--- src/rtl/serial_host_pkg.sv ---
// serial_host_pkg: register map, status/control bit positions and TX FSM states
package serial_host_pkg;
  localparam logic [1:0] ADDR_DATA   = 2'd0;
  localparam logic [1:0] ADDR_STATUS = 2'd1;
  localparam logic [1:0] ADDR_CTRL   = 2'd2;
  localparam logic [1:0] ADDR_RSVD   = 2'd3;
  localparam int ST_RX_AVAIL = 0;
  localparam int ST_TX_FULL  = 1;
  localparam int ST_TX_IDLE  = 2;
  localparam int ST_RX_OVR   = 3;
  localparam int ST_TX_DROP  = 4;
  localparam int CT_RX_IE = 0;
  localparam int CT_TX_IE = 1;
  localparam logic [7:0] CTRL_MASK = 8'h03;
  typedef enum logic {TX_IDLE, TX_WAIT} tx_state_e;
endpackage

--- src/rtl/sync_fifo.sv ---
// sync_fifo: single-clock FIFO with extra-MSB pointers; accepts push at full when popping
module sync_fifo #(
  parameter int WIDTH = 8,
  parameter int DEPTH = 16
) (
  input  logic             clk,
  input  logic             rst_n,
  input  logic             push,
  input  logic             pop,
  input  logic [WIDTH-1:0] din,
  output logic             full,
  output logic             empty,
  output logic [WIDTH-1:0] head
);
  localparam int AW = $clog2(DEPTH);
  logic [WIDTH-1:0] mem [DEPTH];
  logic [AW:0] wp, rp;
  logic do_push, do_pop;
  assign empty   = wp == rp;
  assign full    = (wp[AW] != rp[AW]) && (wp[AW-1:0] == rp[AW-1:0]);
  assign do_pop  = pop & ~empty;
  assign do_push = push & (~full | do_pop);
  assign head    = mem[rp[AW-1:0]];
  always_ff @(posedge clk) begin
    if (!rst_n) begin
      wp <= '0;
      rp <= '0;
    end else begin
      if (do_push) wp <= wp + 1'b1;
      if (do_pop) rp <= rp + 1'b1;
    end
  end
  always_ff @(posedge clk)
    if (do_push) mem[wp[AW-1:0]] <= din;
endmodule

--- src/rtl/serial_host_port.sv ---
// serial_host_port: CPU register port bridging TX/RX FIFOs to a UART req/ack toggle handshake
module serial_host_port
  import serial_host_pkg::*;
#(
  parameter int TX_DEPTH = 16,
  parameter int RX_DEPTH = 16
) (
  input  logic       clk,
  input  logic       rst_n,
  input  logic       sel,
  input  logic       wr,
  input  logic [1:0] addr,
  input  logic [7:0] wdata,
  output logic [7:0] rdata,
  output logic       irq,
  output logic [7:0] tx_data,
  output logic       tx_req,
  input  logic       tx_ack,
  input  logic [7:0] rx_data,
  input  logic       rx_tgl
);
  tx_state_e state;
  logic [7:0] ctrl, status, rd_val, tx_head, rx_head;
  logic tx_full, tx_empty, rx_full, rx_empty;
  logic rx_tgl_d, rx_ovr, tx_drop;
  logic rd_en, wr_en, stat_rd, tx_push, tx_pop, rx_push, rx_pop, tx_idle;
  assign rd_en   = sel & ~wr;
  assign wr_en   = sel & wr;
  assign stat_rd = rd_en & (addr == ADDR_STATUS);
  assign tx_push = wr_en & (addr == ADDR_DATA) & ~tx_full;
  assign tx_pop  = (state == TX_IDLE) & ~tx_empty;
  assign rx_push = rx_tgl ^ rx_tgl_d;
  assign rx_pop  = rd_en & (addr == ADDR_DATA) & ~rx_empty;
  assign tx_idle = tx_empty & (state == TX_IDLE);
  always_comb begin
    status = '0;
    status[ST_RX_AVAIL] = ~rx_empty;
    status[ST_TX_FULL]  = tx_full;
    status[ST_TX_IDLE]  = tx_idle;
    status[ST_RX_OVR]   = rx_ovr;
    status[ST_TX_DROP]  = tx_drop;
  end
  assign rd_val = (addr == ADDR_RSVD)   ? 8'h00 :
                  (addr == ADDR_STATUS) ? status :
                  (addr == ADDR_CTRL)   ? ctrl :
                  rx_empty ? 8'h00 : rx_head;
  sync_fifo #(.WIDTH(8), .DEPTH(TX_DEPTH)) u_tx_fifo (
    .clk(clk), .rst_n(rst_n), .push(tx_push), .pop(tx_pop), .din(wdata),
    .full(tx_full), .empty(tx_empty), .head(tx_head)
  );
  sync_fifo #(.WIDTH(8), .DEPTH(RX_DEPTH)) u_rx_fifo (
    .clk(clk), .rst_n(rst_n), .push(rx_push), .pop(rx_pop), .din(rx_data),
    .full(rx_full), .empty(rx_empty), .head(rx_head)
  );
  // UART toggles are unreset, so equalise our side to them on reset
  always_ff @(posedge clk) begin
    if (!rst_n) begin
      rdata    <= '0;
      irq      <= 1'b0;
      tx_data  <= '0;
      tx_req   <= tx_ack;
      rx_tgl_d <= rx_tgl;
      state    <= TX_IDLE;
      ctrl     <= '0;
      rx_ovr   <= 1'b0;
      tx_drop  <= 1'b0;
    end else begin
      rx_tgl_d <= rx_tgl;
      if (rd_en) rdata <= rd_val;
      if (wr_en && addr == ADDR_CTRL) ctrl <= wdata & CTRL_MASK;
      rx_ovr  <= (rx_push & rx_full & ~rx_pop) | (rx_ovr & ~stat_rd);
      tx_drop <= (wr_en & (addr == ADDR_DATA) & tx_full) | (tx_drop & ~stat_rd);
      irq     <= (ctrl[CT_RX_IE] & ~rx_empty) | (ctrl[CT_TX_IE] & tx_idle);
      if (tx_pop) begin
        tx_data <= tx_head;
        tx_req  <= ~tx_req;
        state   <= TX_WAIT;
      end else if (state == TX_WAIT && tx_ack == tx_req) state <= TX_IDLE;
    end
  end
endmodule

--- config.mk ---
export PLATFORM = sky130hd
export DESIGN_NAME = serial_host_port
export DESIGN_NICKNAME = d
export VERILOG_FILES = /design/src/rtl/serial_host_pkg.sv /design/src/rtl/sync_fifo.sv /design/src/rtl/serial_host_port.sv
export SDC_FILE = /design/constraint.sdc
export NUM_CORES = 1
export LEC_CHECK = 0
export CAP_MARGIN = 5
export CORE_MARGIN = 2
export CORE_UTILIZATION = 25
export CTS_BUF_LIST = sky130_fd_sc_hd__clkbuf_4 sky130_fd_sc_hd__clkbuf_8
export CTS_CLUSTER_SIZE = 12
export DETAILED_ROUTE_END_ITERATION = 8
export PLACE_DENSITY_LB_ADDON = 0.3
export SYNTH_ARGS = -nofsm -noshare
export SYNTH_HDL_FRONTEND = slang
export SYNTH_HIERARCHICAL = 1
export SYNTH_SLANG_ARGS = --single-unit
export TNS_END_PERCENT = 50
--- constraint.sdc ---
create_clock -name clk -period 2.85 [get_ports clk]
set_input_delay 0.57 -clock clk [delete_from_list [all_inputs] [get_ports clk]]
set_output_delay 0.57 -clock clk [all_outputs]
set_load 0.005 [all_outputs]
==> flow_metrics.env <==
export IMPL_status="finished clean"
export IMPL_clockPowerShare=0.425
export IMPL_drtIter0Drc=334
export IMPL_gp_congestion=0.718
export IMPL_synth_nets=668
export IMPL_crit_arrival_ns=2.89
export IMPL_r2r_slack_ns=0.29
export IMPL_cts_tree="yes"
export IMPL_r2r_end="u_tx_fifo/mem[9][3]"
export IMPL_finalClockSkew_ns=0.0329
export IMPL_vias=6232
export IMPL_wire_per_inst_um=18.4
export IMPL_worstSetupEndpointType="flop"
export IMPL_cap_violations=0
export IMPL_synth_flop_cell="edfxtp_1"
export IMPL_p_leak_nw=5.02
export IMPL_top_layer="met5"
export IMPL_synth_cell_area_mm2=0.0124
export IMPL_path_max_fanout=16
export IMPL_drive_gt1_frac=0.250
export IMPL_slew_viol_final=0
export IMPL_die_h_um=227
export IMPL_power_share_switching=0.215
export IMPL_synth_top_area_cell="edfxtp_1"
export IMPL_min_to="tx_data[2]"
export IMPL_reg2reg_from="u_tx_fifo/wp[2]"
export IMPL_core_area_mm2=0.0491
export IMPL_cts_root_buffer="clkbuf_8"
export IMPL_grt_start_max_net_pins=33
export IMPL_gr_total_overflow=0
export IMPL_fill_cells=4798
export IMPL_dp_slack_ns=-0.0417
export IMPL_clockBufferDepth=3
export IMPL_cts_resized=0
export IMPL_peakVddDrop_mv=0.298
export IMPL_clk_latency_ns=0.60
export IMPL_yosysUniqueCellTypes=46
export IMPL_synth_compound_area_frac=0.0251
export IMPL_dr_wl_met2_mm=12.4
export IMPL_netlist_instances=634
export IMPL_power_switching_mw=1.99
export IMPL_critPathKind="reg2reg"
export IMPL_cts_made_buffers=49
export IMPL_cts_hold_buf=0
export IMPL_synth_fa_ha_area_frac=0.0101
export IMPL_p_int_mw=7.30
export IMPL_h_tree_depth=2
export IMPL_drc=0
export IMPL_ys_ff_latch=308
export IMPL_m1WireLength_mm=12.8
export IMPL_dp_cells=1381
export IMPL_fin_ws_ns=0.293
export IMPL_die_area_mm2=0.0515
export IMPL_cts_sinks=308
export IMPL_finalCritPeriodShare=0.897
export IMPL_holdPathStages=2
export IMPL_worstSetupStartpointType="flop"
export IMPL_synth_most_common_cell="edfxtp_1"
export IMPL_grt_usage=0.106
export IMPL_io_pins=42
export IMPL_synth_xor_area_frac=0.0189
export IMPL_yosys_area_share_simple=0.0586
export IMPL_design_power_total_mw=9.30
export IMPL_initial_core_util=0.253
export IMPL_ant_nets=0
export IMPL_synthArstFlopShare=0
export IMPL_p_per_area_mw_per_mm2=611
export IMPL_rsz0062_at_grt="false"
export IMPL_cts_setup_buffers=0
export IMPL_finalHoldViolCount=0
export IMPL_hold_slack_ns=0.455
export IMPL_worstMarginPinSlew_ns=0.743
export IMPL_routed_via_density=4.24
export IMPL_grt_pass1_wl_mm=40.6
export IMPL_p_seq_frac=0.533
export IMPL_hold_class="reg2reg"
export IMPL_die_x_um=227
export IMPL_yosys_warnings=6
export IMPL_syn_to_final_growth_pct=22.4
export IMPL_seq_area_frac_synth=0.703
export IMPL_nets=802
export IMPL_rows=81
export IMPL_timing_fmax_ghz=0.391
export IMPL_timing_slew_headroom=0.503
export IMPL_muxShareOfSynthArea=0.164
export IMPL_final_cells=1470
export IMPL_path_clk_slew_ns=0.06
export IMPL_seq_area_mm2=0.00874
export IMPL_ys_top_cells_by_area="edfxtp_1 (62%), mux4_1 (10%), dfxtp_1 (8.2%)"
export IMPL_synth_edf_count=257
export IMPL_post_route_util=0.310
export IMPL_portBuffers=41
export IMPL_synth_top_area_share=0.621
export IMPL_antenna_found_initial=1
export IMPL_dr_pass1_iters=4
export IMPL_p_comb_frac=0.042
export IMPL_post_route_min_period_ns=2.56
export IMPL_grt_pass1_vias=6484
export IMPL_synthTopCellsByCount="edfxtp_1 (257), dfxtp_1 (51), mux4_1 (48)"
export IMPL_avgSynthCellArea_um2=19.6
export IMPL_cp_required_ns=3.18
export IMPL_wirelength_mm=27.0
export IMPL_hold_start="tx_data[2]"
export IMPL_wl_met3_mm=1.33
export IMPL_rr_worst_depth=9
export IMPL_synth_top_family_by_area="multiplexers"
export IMPL_setup_viol_count_final=0
export IMPL_post_dp_hpwl_mm=18.5
export IMPL_multiInputGateArea_mm2=0.00344
==> worst max-delay path by stage <==
stage | endpoint | startpoint | slack (ns)
after floorplan | u_rx_fifo/mem[3][0] | addr[1] | 0.05
after global placement | u_rx_fifo/mem[3][3] | addr[0] | 0.01
after detailed placement | u_rx_fifo/mem[3][4] | addr[0] | -0.04
after CTS | u_tx_fifo/mem[9][3] | u_tx_fifo/wp[2] | 0.28
after global routing | u_tx_fifo/mem[8][3] | u_tx_fifo/wp[2] | 0.12
final | u_tx_fifo/mem[9][3] | u_tx_fifo/wp[2] | 0.29
==> stage by stage <==
stage	cell area, um^2	setup TNS (ns)
2_1_floorplan	12400	0
3_3_place_gp	14200	0
3_5_place_dp	14200	-0.401
4_1_cts	15200	0
5_1_grt	15200	0
6_report	15200	0
==> flip-flops by register name (all words and copies together) (netlist names), named ones only <==
signal	count
state	1
u_tx_fifo/wp	5
ctrl	2
u_tx_fifo/rp	5
u_rx_fifo/wp	5
rx_ovr	1
tx_req	1
u_rx_fifo/mem	128
tx_drop	1
tx_data	8
u_rx_fifo/rp	5
u_tx_fifo/mem	128
rdata	8
irq	1
rx_tgl_d	1
==> critical path: stages (launching register included) <==
cell and delay (ns):
dfxtp_1 0.55, xnor2_2 0.16, nand4_2 0.12, nor2_1 0.13
or2_2 0.25, clkinv_1 0.19, o31a_1 0.36, buf_12 0.15
and3_1 0.19, buf_4 0.17
==> metal layers <==
layer  track usage  vias up
met5             0        -
met4        0.0363        2
met3        0.0234       42
met2         0.167      140
met1         0.146     3176
li1              -     2872
==> cells in the final DEF, fill, tap and decap left out, types with 2 or more instances in the layout <==
| cell type | count |
|---|---|
| o21ai_0 | 7 |
| a22o_2 | 3 |
| o21ai_1 | 4 |
| clkdlybuf4s50_1 | 41 |
| a31oi_1 | 4 |
| buf_12 | 16 |
| xnor2_1 | 22 |
| a221o_2 | 3 |
| mux2i_1 | 6 |
| nand2_1 | 27 |
| dfxtp_2 | 2 |
| xor2_1 | 3 |
| o31a_1 | 2 |
| a21oi_1 | 9 |
| inv_8 | 2 |
| edfxtp_1 | 257 |
| and3_1 | 31 |
| nor3_1 | 4 |
| bufinv_16 | 5 |
| dfxtp_1 | 49 |
| clkbuf_4 | 9 |
| mux4_2 | 32 |
| nor2b_1 | 13 |
| mux4_1 | 48 |
| nand2b_1 | 4 |
| and2_1 | 16 |
| nand4_2 | 2 |
| clkinv_2 | 14 |
| o211ai_1 | 6 |
| inv_1 | 5 |
| o311ai_4 | 2 |
| ha_1 | 10 |
| buf_4 | 56 |
| clkinv_1 | 10 |
| nand3_1 | 5 |
| nor2_1 | 12 |
| nand3b_1 | 3 |
| nand4_1 | 2 |
| clkbuf_8 | 49 |
==> cells by family after synthesis <==
| kind of cell | Yosys count |
|---|---|
| flip-flops | 308 |
| buffers and inverters | 37 |
| adder cells (fa/ha/maj) | 10 |
| AND/OR/NAND/NOR | 126 |
| XOR/XNOR | 26 |
| AO/OA/AOI/OAI | 41 |
| multiplexers | 86 |
==> final cells by class <==
class	count	area share
flip-flops and latches	308	0.574
multi-input cells	289	0.226
repair buffers	113	0.0757
well taps	664	0.0546
clock buffers	58	0.0488
clock inverters	30	0.0184
inverters	7	0.00173
diodes	1	0.000164
==> power by group through the flow <==
stage | Combinational, mW | Sequential [mW] | Clock, mW
after floorplan | 0.166 | 5.04 | 0
after global placement | 0.397 | 5.05 | 0
after detailed placement | 0.400 | 5.05 | 0
after CTS | 0.402 | 4.96 | 4.11
after global routing | 0.431 | 4.96 | 4.29
final | 0.395 | 4.95 | 3.95
(Power assumes the default switching activity.)
